===== src/rtl/alu_ctl.sv =====
// alu_ctl: sequencer for an external registered 8-bit ALU.
// It holds a 4 x 8-bit register file and reads two operands for each accepted
// instruction. It waits one cycle while the ALU registers its result, then
// writes that result back and updates the {N,Z,C,V} flags.
//
// Handshake: an instruction is accepted on a rising edge where both
// instr_valid and instr_ready are high. instr_ready is high only in IDLE and
// never while rst_n is low. instr_valid is ignored when instr_ready is low.
// The instruction word is fully captured on the accept edge, so the source
// may change instr right after that edge.
module alu_ctl #(
  parameter logic [3:0] RESET_FLAGS = 4'b0000
) (
  input  logic        clk,
  input  logic        rst_n,
  input  logic        instr_valid,
  input  logic [15:0] instr,
  output logic        instr_ready,
  input  logic        rf_we,
  input  logic [1:0]  rf_waddr,
  input  logic [7:0]  rf_wdata,
  input  logic [1:0]  rf_raddr,
  output logic [7:0]  rf_rdata,
  output logic [7:0]  alu_a,
  output logic [7:0]  alu_b,
  output logic [2:0]  alu_op,
  output logic [2:0]  alu_shamt,
  input  logic [7:0]  alu_out,
  output logic [3:0]  flags,
  output logic        done,
  output logic [1:0]  dbg_state_o
);

  // ALU op codes; the controller passes them through to alu_op unchanged
  localparam logic [2:0] OP_ADD = 3'd0;
  localparam logic [2:0] OP_SUB = 3'd1;
  localparam logic [2:0] OP_NEG = 3'd2;
  localparam logic [2:0] OP_AND = 3'd3;
  localparam logic [2:0] OP_ORR = 3'd4;
  localparam logic [2:0] OP_EOR = 3'd5;
  localparam logic [2:0] OP_LSL = 3'd6;
  localparam logic [2:0] OP_LSR = 3'd7;

  typedef enum logic [1:0] {
    S_IDLE    = 2'd0,
    S_ISSUE   = 2'd1,
    S_CAPTURE = 2'd2
  } state_t;

  state_t      state_q;
  logic        ready_q;
  logic        done_q;
  logic [1:0]  rd_q;
  logic [7:0]  a_q;
  logic [7:0]  b_q;
  logic [2:0]  op_q;
  logic [2:0]  sh_q;
  logic [3:0]  flags_q;
  logic [3:0]  flags_d;
  logic [7:0]  rf_q [4];

  // Instruction fields
  logic [2:0]  instr_op;
  logic [2:0]  instr_sh;
  logic [1:0]  instr_rd;
  logic [1:0]  instr_ra;
  logic [1:0]  instr_rb;
  logic        instr_rsvd_unused;
  logic        accept;

  assign instr_op          = instr[15:13];
  assign instr_sh          = instr[12:10];
  assign instr_rd          = instr[9:8];
  assign instr_ra          = instr[7:6];
  assign instr_rb          = instr[5:4];
  assign instr_rsvd_unused = ^instr[3:0];

  // ready_q resets to 1, but the output must still read 0 while reset is held
  assign instr_ready = ready_q & rst_n;
  assign accept      = instr_valid & instr_ready;

  assign alu_a       = a_q;
  assign alu_b       = b_q;
  assign alu_op      = op_q;
  assign alu_shamt   = sh_q;
  assign flags       = flags_q;
  assign done        = done_q;
  assign dbg_state_o = state_q;

  // Combinational read port: shows the stored value, so a write in the same
  // cycle becomes visible only after the edge
  assign rf_rdata = rf_q[rf_raddr];

  // Flag evaluation from the latched operands and the ALU result
  logic [8:0]        add_u;
  logic signed [8:0] add_s;
  logic signed [8:0] sub_s;
  logic [15:0]       lsl_w;
  logic [15:0]       lsr_w;
  logic              c_d;
  logic              v_d;

  // Next flags; C and V keep their old value unless the op defines them
  always_comb begin
    add_u = {1'b0, a_q} + {1'b0, b_q};
    add_s = $signed({a_q[7], a_q}) + $signed({b_q[7], b_q});
    sub_s = $signed({a_q[7], a_q}) - $signed({b_q[7], b_q});
    // The bit that leaves a[7] lands on bit 8 of the widened left shift.
    // The bit that leaves a[0] lands on bit 7 of the widened right shift.
    lsl_w = {8'h00, a_q} << sh_q;
    lsr_w = {a_q, 8'h00} >> sh_q;
    c_d   = flags_q[1];
    v_d   = flags_q[0];
    case (op_q)
      OP_ADD: begin
        c_d = (add_u > 9'd255);
        v_d = (add_s > 9'sd127) || (add_s < -9'sd128);
      end
      OP_SUB: begin
        c_d = (a_q >= b_q);
        v_d = (sub_s > 9'sd127) || (sub_s < -9'sd128);
      end
      OP_LSL: begin
        if (sh_q != 3'd0) c_d = ((lsl_w & 16'h0100) != 16'h0000);
      end
      OP_LSR: begin
        if (sh_q != 3'd0) c_d = ((lsr_w & 16'h0080) != 16'h0000);
      end
      OP_NEG, OP_AND, OP_ORR, OP_EOR: begin
        c_d = flags_q[1];
        v_d = flags_q[0];
      end
      default: begin
        c_d = flags_q[1];
        v_d = flags_q[0];
      end
    endcase
    flags_d = {alu_out[7], (alu_out == 8'h00), c_d, v_d};
  end

  // Control FSM: latch on accept, wait for the ALU, pulse done while capturing
  always_ff @(posedge clk or negedge rst_n) begin
    if (!rst_n) begin
      state_q <= S_IDLE;
      ready_q <= 1'b1;
      done_q  <= 1'b0;
      rd_q    <= 2'd0;
      a_q     <= 8'h00;
      b_q     <= 8'h00;
      op_q    <= 3'd0;
      sh_q    <= 3'd0;
      flags_q <= RESET_FLAGS;
    end else begin
      case (state_q)
        S_IDLE: begin
          if (accept) begin
            rd_q    <= instr_rd;
            a_q     <= rf_q[instr_ra];
            b_q     <= rf_q[instr_rb];
            op_q    <= instr_op;
            sh_q    <= instr_sh;
            ready_q <= 1'b0;
            state_q <= S_ISSUE;
          end
        end
        S_ISSUE: begin
          done_q  <= 1'b1;
          state_q <= S_CAPTURE;
        end
        S_CAPTURE: begin
          done_q  <= 1'b0;
          ready_q <= 1'b1;
          flags_q <= flags_d;
          state_q <= S_IDLE;
        end
        default: begin
          done_q  <= 1'b0;
          ready_q <= 1'b1;
          state_q <= S_IDLE;
        end
      endcase
    end
  end

  // Register file: the external write is issued first so the writeback to rd wins
  always_ff @(posedge clk or negedge rst_n) begin
    if (!rst_n) begin
      for (int i = 0; i < 4; i++) rf_q[i] <= 8'h00;
    end else begin
      if (rf_we) rf_q[rf_waddr] <= rf_wdata;
      if (state_q == S_CAPTURE) rf_q[rd_q] <= alu_out;
    end
  end

endmodule


===== config.mk =====
export PLATFORM = sky130hd
export DESIGN_NAME = alu_ctl
export DESIGN_NICKNAME = d
export VERILOG_FILES = /design/src/rtl/alu_ctl.sv
export SDC_FILE = /design/constraint.sdc
export NUM_CORES = 1
export LEC_CHECK = 0
export CAP_MARGIN = 20
export CORE_MARGIN = 2
export CORE_UTILIZATION = 40
export DETAILED_ROUTE_END_ITERATION = 8
export GPL_ROUTABILITY_DRIVEN = 0
export PLACE_DENSITY = 0.63
export REMOVE_ABC_BUFFERS = 1
export SLEW_MARGIN = 20
export SYNTH_ARGS = -nofsm -noshare
export SYNTH_HDL_FRONTEND = slang
export SYNTH_SLANG_ARGS = --single-unit

===== constraint.sdc =====
create_clock -name clk -period 2.1 [get_ports clk]
set_input_delay 0.63 -clock clk [delete_from_list [all_inputs] [get_ports clk]]
set_output_delay 0.63 -clock clk [all_outputs]
set_load 0.02 [all_outputs]

=== Word level (Yosys, flattened, before mapping) ===
Index checks and enable logic that the tools add are counted.

* Register bits: 64
* Output and inout port bits: 38
* Logic and storage cells: 94
* Bits in writable memories: 0
* Bits in latches: 0
* Memories: 0
* ROM bits: 0

* $mul: 0
* Bitwise logic cells: 9
* Divide/modulo/power cells: 0
* Eq/ne operators: 12
* Muxes and demuxes: 26
* Order comparisons: 13
* Shift-type cells: 2
* $add $sub $neg: 3
* Reduce and logical (&&, ||, !) cells: 14

{| class="wikitable"
|+ Operators with widths
! operator !! count
|-
| 32-bit bitwise mux || 2
|-
| 32-bit 2-to-1 mux || 2
|-
| 8-bit 2-to-1 mux || 8
|-
| 8-bit binary-select mux with 2-bit select || 3
|-
| 8-bit demux with 2-bit select || 2
|-
| 9-bit by 8-bit > comparator with 1-bit output (second input constant) || 3
|-
| 8-bit by 8-bit adder with 9-bit output || 2
|-
| 9-bit by 8-bit less-than comparator with 1-bit output (second input constant) || 2
|-
| 16-bit by 3-bit >> shifter with 8-bit output || 1
|-
| 3-bit >= comparator (second input constant) || 5
|-
| 2-bit NOT with 3-bit output || 5
|-
| 3-bit == test (second input constant) || 4
|-
| 8-bit by 3-bit << shifter with 9-bit output || 1
|-
| 8-bit by 8-bit subtractor with 9-bit output || 1
|-
| 8-bit >= comparator || 1
|-
| 8-bit zero test || 1
|-
| 3-bit by 2-bit == test with 1-bit output (second input constant) || 2
|-
| 3-bit by 1-bit less-than comparator with 1-bit output (second input constant) || 2
|-
| 2-bit inequality test (second input constant) || 3
|-
| 1-bit one-hot mux with 2 select lines || 3
|-
| 2-bit AND reduction || 3
|-
| 1-bit one-hot mux with 4 select lines || 1
|-
| 2-bit one-hot mux with 2 select lines || 1
|-
| 4-bit AND reduction || 1
|-
| 14 further kinds || 20
|}

=== Logic depth before layout (Yosys ltp) ===
Gate-level depths: netlist (run 1).

* Word-level depth: 9
* Mapped depth: 9
* Depth with buffers taken out: 9

=== Least setup slack after synthesis (run 1) ===
No wires, ideal clock.

* Kind: in2out
* Start point: input port rf_raddr[0]
* End point: output port rf_rdata[0]
* Data arrival time: 1.617 ns
* Cell stages on the path: 2
* Buffers on the path: 1
* Slack: -0.147 ns
* Cells stage by stage: clkbuf_1 -> mux4_2

* Cells in the longest elaborated chain, start to end: 4

{| class="wikitable"
|+ RTL lines
! element !! RTL line !! RTL
|-
| start: declaration || 22 || <nowiki>input logic [1:0] rf_raddr,</nowiki>
|-
| 2-bit NOT with 3-bit output (not written as such) || 92 || <nowiki>assign rf_rdata = rf_q[rf_raddr];</nowiki>
|-
| 8-bit binary-select mux with 2-bit select || 92 ||
|-
| 8-bit 2-to-1 mux (not written as such) (2 in series) || 92 ||
|-
| end: declaration || 23 || <nowiki>output logic [7:0] rf_rdata,</nowiki>
|}

No other way between the ends. The select of a mux whose other input is x is not followed.

=== Worst setup path in the final report (run 1) ===
* Start point: register a_q[4], in the netlist alu_a[4]
* End point: register flags_q[0], in the netlist flags[0]

* Cells in the longest elaborated chain, start to end: 4

{| class="wikitable"
|+ RTL lines
! element !! RTL line !! RTL
|-
| start: declaration || 54 || <nowiki>logic [7:0] a_q;</nowiki>
|-
| start signal: assignment || 158 || <nowiki>a_q <= rf_q[instr_ra];</nowiki>
|-
| 8-bit by 8-bit subtractor with 9-bit output / 8-bit by 8-bit adder with 9-bit output (equally long branches) || 107, 106 ||
|-
| 9-bit by 8-bit > comparator with 1-bit output (tied with other cells) || 121 || <nowiki>v_d = (sub_s > 9'sd127) || (sub_s < -9'sd128);</nowiki>
|-
| 1-bit logical OR, on equally long branches || 121, 117 ||
|-
| 1-bit one-hot mux with 2 select lines (*) || 114 || <nowiki>case (op_q)</nowiki>
|-
| end signal: assignment || 173 || <nowiki>flags_q <= flags_d;</nowiki>
|-
| end: declaration || 58 || <nowiki>logic [3:0] flags_q;</nowiki>
|}

Every way passes the cells marked *; elsewhere a longest branch is shown, timed or not.
A chain may end at the register's enable or synchronous reset.

==> results of run 1 <==
[stage by stage]
| step | instance area [sq um] | util, % | hold slack, ns |
|---|---|---|---|
| 3_5_place_dp | 5330 | 55.0 | 0.471 |
| 4_1_cts | 5460 | 56.4 | 0.485 |
| 2_1_floorplan | 3860 | - | 0.334 |
| 5_1_grt | 5550 | 57.3 | 0.524 |
| 3_3_place_gp | 5330 | 55.0 | 0.471 |
| 6_report | 5550 | 57.3 | 0.484 |
[power breakdown]
group          switching, W  total (W)  internal [W]
Combinational       0.00216    0.00460       0.00243
Sequential         0.000497    0.00233       0.00184
Clock              0.000470   0.000960      0.000490
[flip-flops by register name (all words and copies together) (netlist names)]
register,count
alu_shamt,3
rf_q,32
done,1
alu_a,8
ready_q,1
flags,4
dbg_state_o,2
rd_q,2
alu_op,3
alu_b,8
[cell type report]
type / instances / share of cell area, %
multi-input cells: 259 / 40.7
flip-flops and latches: 64 / 28.9
repair buffers: 135 / 23.3
well taps: 133 / 3.00
clock buffers: 13 / 2.86
inverters: 14 / 0.946
clock inverters: 3 / 0.315
[final timing paths]
kind	from	end	slack, ns
worst max register to register	alu_a[4]	flags[0]	-0.05
max in group asynchronous	rst_n	alu_shamt[1]	0.95
worst min-delay path	ready_q	ready_q	0.48
min in group asynchronous	rst_n	alu_b[1]	0.54
worst min register to register	ready_q	ready_q	0.48
worst max-delay path	alu_a[4]	flags[0]	-0.05
[cell usage in the layout, fill, tap and decap left out, types with 5 or more instances in the layout]
cell type,instances
buf_4,56
mux2_2,15
nand3_1,5
nand2_1,45
clkbuf_8,11
mux2i_1,35
mux4_2,27
inv_1,13
nor2_1,19
dlymetal6s2s_1,9
clkdlybuf4s50_1,49
buf_12,8
a21oi_1,18
buf_2,5
o21ai_0,35
dfrtp_1,62
ha_1,13
[cell families (layout without fill, tap and decap cells)]
| group | Yosys count | in the layout |
|---|---|---|
| xor+xnor | 1 | 1 |
| fa+ha+maj | 19 | 19 |
| simple gates | 90 | 90 |
| buf+inv | 33 | 165 |
| compound gates | 72 | 72 |
| flops | 64 | 64 |
| mux | 77 | 77 |
[worst reg2reg max path, cell delays in order, from the launching register on]
cell	delay (ns)
dfrtp_1	0.46
ha_1	0.41
nor4_1	0.53
a211oi_2	0.18
xor2_1	0.18
a221o_1	0.29
[routing by layer]
layer	routed length [um]	share of wire, %	global-route usage (%)
met5	0	0	0
met4	259	2.4	9.51
met3	536	4.9	3.02
met2	5220	48	34.1
met1	4960	45	30.1
[what timing repair did]
item | in CTS | in global routing
pin swaps | 0 | 7
endpoints found under the setup margin | 12 | 14
setup buffers | 0 | 1
gates resized for setup | 53 | 28
==> results.txt, run 1 <==
status = finished, violations left
failing checks = negative setup slack
Crit. path cell count = 5
distinct cell type count after synthesis = 37
num ports = 78
fin worst setup slack = -0.0483 ns
Sink Count = 64
mux cell area share after synthesis = 28.6%
Port Buf Inserts = 73
VDD IR max = 0.541 mV
Worst slew margin = 44.4%
Worst EP required = 2.32 ns
worst reg2reg path depth = 5
Hold Crit Depth = 2
worst skew pair latency = 0.33 ns
crit path DAT = 2.37 ns
delay-heaviest family, CP = simple AND/OR/NAND/NOR gates
Die ar. = 0.0107 sq mm
CTS root buffer = clkbuf_8
synth cell count leaders = dfrtp_1 (63), nand2_1 (45), mux2i_1 (35), o21ai_0 (35), mux4_2 (27)
area leader, netlist = dfrtp_1
1st-iter DRT viols = 138
clock buffer count from CTS = 9
Pleak = 2.54 nW
DIE WIDTH = 103 um
Synth-to-Final Area Change = 40.9%
routed vias/inst = 5.32
DR vias = 3302
Tot Pwr = 0.00789 W
Hold Crit Class = register to register
Post-Syn Area = 0.00394 sq mm
remaining global-route overflow = 0
WL per Instance = 17.7 um
Initial Util = 40.7%
CP max FO = 6
hold_buf cts = 0
drt pass-1 iters = 4
flops & latches, synth = 64
post-synth top area share = 40.0%
YS warnings = 0
Post-synth EDFFs = 0
CTS tree = yes
clk slew on worst S/H paths = 0.07 ns
site row count = 36
Final nets = 542
H-tree Lvls = 3
CP Capture Type = register
initial antenna violation count = 0
Post-synth top flop = dfrtp_1
fraction of the mapped netlist area in compound gates = 10.6%
combinational family with the most area after synthesis = multiplexers
slowest library cell on the worst path = nor4_1
worst-margin pin slew = 0.834 ns
synth top area cells = dfrtp_1 (40%), mux4_2 (15%), mux2i_1 (8.9%), ha_1 (5.4%), o21ai_0 (4.4%)
HPWL Detailed = 8100 um
RSZ-0062 raised after global routing = yes
crit path cell chain = ha_1 -> nor4_1 -> a211oi_2 -> xor2_1 -> a221o_1
critical path launch point type = register
Final Skew = 0.0114 ns
core area = 0.00968 sq mm
GRT Util Overall = 21.6%
total wire length = 11000 um
number of buffers and inverters on the critical path = 0
Fill cells = 820
first-pass GRT wire length = 17100 um
antenna-violating nets left = 0
power per cell area = 1420 mW/mm^2
worst slack, placed = -0.956 ns
final setup violation count = 1
die height = 103 um
post-layout min period = 2.15 ns
Setup Total Neg Slack = -0.0483 ns
crit share post-route = 102%
cells after synthesis = 356
Longest Clk Path Bufs = 2
simple logic cell fraction of the synthesized area = 10.1%
layout cells sized above 1 = 29.9%
max-slew violations = 0
CP max stage delay = 0.53 ns
Reg area = 0.00160 sq mm
Finished Layout Cells = 621
crit path kind = register to register
Final Hold Fails = 0
sequential-to-total area share from yosys stat = 40.7%
ant diodes = 0
Adder-Cell Fraction of Synth Area = 6.41%
DRC violations left = 0
top-count cell post-synth = dfrtp_1
dpl cells = 605
Avg Cell Area, Syn = 11.1 sq um
area occupied by multi-input gates = 0.00226 sq mm
pin count of the biggest net entering global routing = 65
max-cap violations = 0
xor and xnor area share after synthesis = 0.222%
vias in the first global route = 3277
Post-synth ARST share = 100%
Fmax achieved = 0.465 GHz
(Power assumes the default switching activity.)
==> run 2: changes to the inputs <==
--- a/config.mk
+++ b/config.mk
@@ -12,6 +12,7 @@
 export GPL_ROUTABILITY_DRIVEN = 0
 export PLACE_DENSITY = 0.63
 export REMOVE_ABC_BUFFERS = 1
+export SKIP_LAST_GASP = 1
 export SLEW_MARGIN = 20
 export SYNTH_ARGS = -nofsm -noshare
 export SYNTH_HDL_FRONTEND = slang
==> run 2 against run 1 <==
  * Critical endpoint unchanged
  * Combinational power decreased by 0.9%
  * The flow still finishes with violations (negative setup slack)
  * Clock skew is 0.00088 ns higher
  * Clock power about the same
  * Largest cell class unchanged
  * Cell count unchanged
==> results.txt, run 2 (synthesis results as in run 1) <==
status = finished, violations left (unchanged)
failing checks = negative setup slack (unchanged)
worst slack, placed = -0.956 ns (unchanged)
post-layout min period = 2.17 ns (was 2.15 ns)
crit path DAT = 2.39 ns (was 2.37 ns)
CTS tree = yes (unchanged)
Initial Util = 40.7% (unchanged)
final setup violation count = 1 (unchanged)
Longest Clk Path Bufs = 2 (unchanged)
initial antenna violation count = 0 (unchanged)
site row count = 36 (unchanged)
clock buffer count from CTS = 9 (unchanged)
crit path cell chain = ha_1 -> nor4_1 -> a211oi_2 -> xor2_1 -> a221o_1 (unchanged)
Fill cells = 822 (was 820)
final hold slack = 0.485 ns (was 0.484 ns)
crit path kind = register to register (unchanged)
worst skew pair latency = 0.33 ns (about the same)
remaining global-route overflow = 0 (unchanged)
commonest non-fill, non-tap cell in the layout = dfrtp_1 (unchanged)
GRT Util Overall = 21.6% (unchanged)
Worst EP required = 2.32 ns (about the same)
num ports = 78 (unchanged)
critical path launch point type = register (unchanged)
vias in the first global route = 3277 (unchanged)
crit share post-route = 103% (was 102%)
Port Buf Inserts = 73 (unchanged)
VDD IR max = 0.540 mV (was 0.541 mV)
most frequent cells in the layout = dfrtp_1 (62), buf_4 (55), clkdlybuf4s50_1 (50) (was dfrtp_1 (62), buf_4 (56), clkdlybuf4s50_1 (49))
slowest library cell on the worst path = nor4_1 (unchanged)
die height = 103 um (unchanged)
Pleak = 2.54 nW (about the same)
Final Hold Fails = 0 (unchanged)
reg2reg end = flags[0] (unchanged)
H-tree Lvls = 3 (unchanged)
hold_sp = ready_q (unchanged)
R2R Setup Slk = -0.07 ns (was -0.05 ns)
Worst R2R Start = alu_a[4] (unchanged)
first-pass GRT wire length = 17100 um (unchanged)
core area = 0.00968 sq mm (unchanged)
Final Skew = 0.0123 ns (was 0.0114 ns)
layout cells sized above 1 = 29.5% (was 29.9%)
Final nets = 542 (unchanged)
drt pass-1 iters = 4 (unchanged)
worst reg2reg path depth = 5 (unchanged)
fin worst setup slack = -0.0696 ns (was -0.0483 ns)
worst-margin pin slew = 0.822 ns (was 0.834 ns)
WL per Instance = 17.5 um (was 17.7 um)
DIE WIDTH = 103 um (unchanged)
total wire length = 10900 um (was 11000 um)
antenna-violating nets left = 0 (unchanged)
RSZ-0062 raised after global routing = yes (unchanged)
Hold Crit Depth = 2 (unchanged)
max reg flops = 32 (unchanged)
placed inst area = 0.00533 sq mm (unchanged)
Hold Crit Class = register to register (unchanged)
1st-iter DRT viols = 135 (was 138)
Setup crit start = alu_a[4] (unchanged)
DRC violations left = 0 (unchanged)
power per cell area = 1420 mW/mm^2 (about the same)
WHS Endpoint = ready_q (unchanged)
Fmax achieved = 0.461 GHz (was 0.465 GHz)
routed vias/inst = 5.31 (was 5.32)
HPWL Detailed = 8100 um (unchanged)
Worst slew margin = 45.2% (was 44.4%)
clk slew on worst S/H paths = 0.07 ns (about the same)
Synth-to-Final Area Change = 40.7% (was 40.9%)
DR vias = 3299 (was 3302)
ant diodes = 0 (unchanged)
Sink Count = 64 (unchanged)
hold_buf cts = 0 (unchanged)
Largest Register = rf_q (unchanged)
CP max stage delay = 0.53 ns (about the same)
max-cap violations = 0 (unchanged)
pin count of the biggest net entering global routing = 65 (unchanged)
CP max FO = 6 (unchanged)
fin area = 0.00554 sq mm (was 0.00555 sq mm)
max-slew violations = 0 (unchanged)
CP Capture Type = register (unchanged)
CTS root buffer = clkbuf_8 (unchanged)
Die ar. = 0.0107 sq mm (unchanged)
## run 2: changes by cell type in the layout (fill, tap and decap cells not counted)
| cell | before | now |
|---|---|---|
| ha_1 | 13 | 14 |
| buf_4 | 56 | 55 |
| ha_4 | 1 | 0 |
| clkdlybuf4s50_1 | 49 | 50 |
## run 2: power breakdown
part	switching, W	internal, W
combinational	0.00215	0.00241
clock	0.000466	0.000490
sequential	0.000492	0.00184
## run 2: worst max-delay path by stage
stage	to	slack, ns	depth (start not counted)
after floorplan	alu_op[0]	-0.07	3
after global placement	rf_rdata[6]	-0.97	3
after detailed placement	rf_rdata[6]	-0.96	3
after CTS	rf_rdata[6]	-0.003	3
after global routing	flags[0]	-0.12	5
final	flags[0]	-0.07	5
## run 2: routing by layer
layer / routed length [um] / track usage, %
met1: 4860 / 30.1
met2: 5160 / 34.1
met3: 602 / 3.02
met4: 272 / 9.51
met5: 0 / 0
## run 2: metrics by stage
| stage | total power [W] | utilization (%) | setup TNS (ns) | std cells |
|---|---|---|---|---|
| floorplan | 0.00475 | - | -1.02 | 337 |
| global placement | 0.00670 | 55.0 | -8.28 | 605 |
| detailed placement | 0.00684 | 55.0 | -8.33 | 605 |
| CTS | 0.00774 | 56.4 | -0.00253 | 620 |
| global route | 0.00840 | 57.2 | -0.258 | 621 |
| finish | 0.00785 | 57.2 | -0.0696 | 621 |
## run 2: worst max-delay path, delay by kind of cell (launching register included)
family	cells	cell delay, ns
compound gates	2	0.48
flops	1	0.46
simple gates	1	0.53
xor+xnor	1	0.19
fa+ha+maj	1	0.41
## run 2: timing repair
item	CTS	global route
setup buffers	0	1
gates resized for setup	53	26
endpoints found under the setup margin	12	14
cloned	0	0
pin swaps	0	6
## run 2: area by class of cell
type	instances	area, sq um	area share (%)
multi-input combinational	259	2250	40.5
sequential	64	1600	28.9
timing repair buffer	135	1300	23.4
tap	133	166	3.00
clock buffer	13	159	2.87
inverter	14	52.6	0.948
clock inverter	3	17.5	0.316
==> run 3: changes to the inputs <==
--- a/config.mk
+++ b/config.mk
@@ -7,10 +7,9 @@
 export LEC_CHECK = 0
 export CAP_MARGIN = 20
 export CORE_MARGIN = 2
-export CORE_UTILIZATION = 40
+export CORE_UTILIZATION = 25
 export DETAILED_ROUTE_END_ITERATION = 8
-export GPL_ROUTABILITY_DRIVEN = 0
-export PLACE_DENSITY = 0.63
+export PLACE_DENSITY = 0.42
 export REMOVE_ABC_BUFFERS = 1
 export SKIP_LAST_GASP = 1
 export SLEW_MARGIN = 20
==> run 3 against run 2 <==
  * The flow still finishes with violations (negative setup slack)
  * Global-route usage is 6.3 points lower
  * Power up 14%
  * Clock power grew 95%
  * Register-to-register slack gained 0.11 ns
  * Cell count grew 15%
  * First-iteration DRC count is 25% higher
  * Sequential share of layout area is 2.0 points lower
  * Worst hold slack about the same
  * Clock skew shrank 0.0058 ns
  * Utilization shrank 18 points
  * Highest routed layer unchanged
==> results.txt, run 3 (synthesis results as in run 1) <==
status = finished, violations left (unchanged)
failing checks = negative setup slack (unchanged)
num ports = 78 (unchanged)
initial antenna violation count = 0 (unchanged)
WL met1 = 5730 um (was 4860 um)
pin count of the biggest net entering global routing = 65 (unchanged)
max-slew violations = 0 (unchanged)
Worst slew margin = 40.4% (was 45.2%)
critical path launch point type = input pin (was register)
Finished Layout Cells = 712 (was 621)
site row count = 45 (was 36)
antenna-violating nets left = 0 (unchanged)
crit path cell chain = buf_8 -> buf_6 -> mux4_2 -> buf_6 (was ha_1 -> nor4_1 -> a211oi_2 -> xor2_1 -> a221o_1)
Fmax achieved = 0.470 GHz (was 0.461 GHz)
Comb pwr share = 52.8% (was 58.1%)
worst skew pair latency = 0.33 ns (about the same)
sequential fraction of design power = 26.3% (was 29.7%)
layout cells sized above 1 = 31.5% (was 29.5%)
core area = 0.0153 sq mm (was 0.00968 sq mm)
WL per Instance = 17.2 um (was 17.5 um)
CTS tree = yes (unchanged)
dpl cells = 692 (was 605)
first-pass GRT wire length = 19100 um (was 17100 um)
GP Congestion = 0.798
Final Skew = 0.00654 ns (was 0.0123 ns)
max reg flops = 32 (unchanged)
Synth-to-Final Area Change = 51.5% (was 40.7%)
met2 wire length = 6040 um (was 5160 um)
switching part of the total = 36.3% (was 39.6%)
drt pass-1 iters = 4 (unchanged)
Final Hold Fails = 0 (unchanged)
CP max FO = 2 (was 6)
RSZ-0062 raised after global routing = yes (unchanged)
DIE WIDTH = 130 um (was 103 um)
commonest non-fill, non-tap cell in the layout = buf_4 (was dfrtp_1)
worst-margin pin slew = 0.894 ns (was 0.822 ns)
slowest library cell on the worst path = mux4_2 (was nor4_1)
total wire length = 12300 um (was 10900 um)
DRC violations left = 0 (unchanged)
Fill cells = 1543 (was 822)
Longest Clk Path Bufs = 2 (unchanged)
routed vias/inst = 4.64 (was 5.31)
max-cap violations = 0 (unchanged)
fin worst setup slack = -0.0272 ns (was -0.0696 ns)
die height = 130 um (was 103 um)
top routing layer in use = met4 (unchanged)
clock share of power = 20.8% (was 12.2%)
Largest Register = rf_q (unchanged)
WL met3 = 346 um (was 602 um)
VDD IR max = 0.464 mV (was 0.540 mV)
Port Buf Inserts = 73 (unchanged)
CP max stage delay = 0.53 ns (about the same)
clk slew on worst S/H paths = 0.06 ns (was 0.07 ns)
H-tree Lvls = 3 (unchanged)
ant diodes = 0 (unchanged)
Pleak = 2.68 nW (was 2.54 nW)
Tot Pwr = 0.00898 W (was 0.00785 W)
most frequent cells in the layout = buf_4 (64), dfrtp_1 (60), clkdlybuf4s50_1 (52) (was dfrtp_1 (62), buf_4 (55), clkdlybuf4s50_1 (50))
crit path kind = input pin to output pin (was register to register)
number of buffers and inverters on the critical path = 3 (was 0)
Internal Power = 0.00572 W (was 0.00474 W)
Die ar. = 0.0168 sq mm (was 0.0107 sq mm)
vias in the first global route = 3358 (was 3277)
GRT Util Overall = 15.3% (was 21.6%)
remaining global-route overflow = 0 (unchanged)
post-layout min period = 2.13 ns (was 2.17 ns)
HPWL Detailed = 9190 um (was 8100 um)
1st-iter DRT viols = 169 (was 135)
P_sw = 0.00326 W (was 0.00311 W)
power per cell area = 1500 mW/mm^2 (was 1420 mW/mm^2)
CP Capture Type = output pin (was register)
crit share post-route = 101% (was 103%)
clock buffer count from CTS = 9 (unchanged)
CTS root buffer = clkbuf_16 (was clkbuf_8)
crit path DAT = 1.50 ns (was 2.39 ns)
Core Util, Final = 39.0% (was 57.2%)
Final nets = 555 (was 542)
crit-path most repeated cell = buf_6
final setup violation count = 3 (was 1)
DR vias = 3305 (was 3299)
Initial Util = 25.7% (was 40.7%)
Hold Crit Class = register to register (unchanged)
Worst EP required = 1.47 ns (was 2.32 ns)
Sink Count = 64 (unchanged)
delay-heaviest family, CP = multiplexers (was simple AND/OR/NAND/NOR gates)
-- run 3: cell types whose count changed in the layout (fill, tap and decap cells not counted), moves of 4 or more --
cell       previous run  this run
buf_4                55        64
buf_2                 5         1
bufinv_16             0         4
clkbuf_16             0         9
buf_6                 4        11
clkbuf_8             11         1
-- run 3: final cells by class --
cell class                      count  area [sq um]  area share (%)
Timing Repair Buffer              148          1440            24.0
Clock buffer                       10           239            4.00
Clock inverter                      6           130            2.18
Tap cell                          211           264            4.42
Multi-Input combinational cell    259          2240            37.6
Sequential cell                    64          1610            26.9
Inverter                           14          52.6           0.880
-- run 3: final timing paths --
check / start / endpoint / slack [ns] / cells past startpoint
worst max-delay path: rf_raddr[1] / rf_rdata[7] / -0.03 / 4
worst min-delay path: ready_q / ready_q / 0.48 / 2
min in group asynchronous: rst_n / alu_a[0] / 0.58 / 2
worst min register to register: ready_q / ready_q / 0.48 / 2
max in group asynchronous: rst_n / alu_shamt[0] / 0.87 / 2
worst max register to register: alu_b[4] / flags[0] / 0.04 / 6
-- run 3: through the flow --
step	setup TNS [ns]	setup slack [ns]	hold WS [ns]	area, sq um
after floorplan	-1.02	-0.0678	0.334	3860
after global placement	-7.96	-0.931	0.471	5490
after detailed placement	-8.15	-0.944	0.475	5490
after CTS	-0.294	-0.0727	0.485	5910
after global routing	-0.260	-0.0555	0.511	5970
final	-0.0716	-0.0272	0.484	5970
-- run 3: power by group through the flow --
| stage | combinational (W) | sequential (W) | clock (W) |
|---|---|---|---|
| after CTS | 0.00467 | 0.00236 | 0.00192 |
| after global routing | 0.00517 | 0.00247 | 0.00196 |
| after floorplan | 0.00210 | 0.00265 | 0 |
| after global placement | 0.00456 | 0.00236 | 0 |
| after detailed placement | 0.00462 | 0.00238 | 0 |
| final | 0.00474 | 0.00236 | 0.00187 |
-- run 3: routing by layer --
metal | global-route usage (%) | vias to the layer above
met5 | 0 | -
met4 | 4.93 | 0
met3 | 2.19 | 11
met2 | 26.2 | 59
met1 | 20.0 | 1648
li1 | - | 1587
-- run 3: timing repair --
action / 4_1_cts / 5_1_grt
endpoints found under the hold margin: 0 / 0
endpoints found under the setup margin: 13 / 17
gates resized for setup: 69 / 20
pin swaps: 0 / 4
hold buffers: 0 / 0
buffers inserted: 2 / 3
-- run 3: tightest hold or removal path, stage by stage (launching register included) --
cell,delay [ns]
dfstp_2,0.36
nor2_1,0.08
nor2_1,0.04
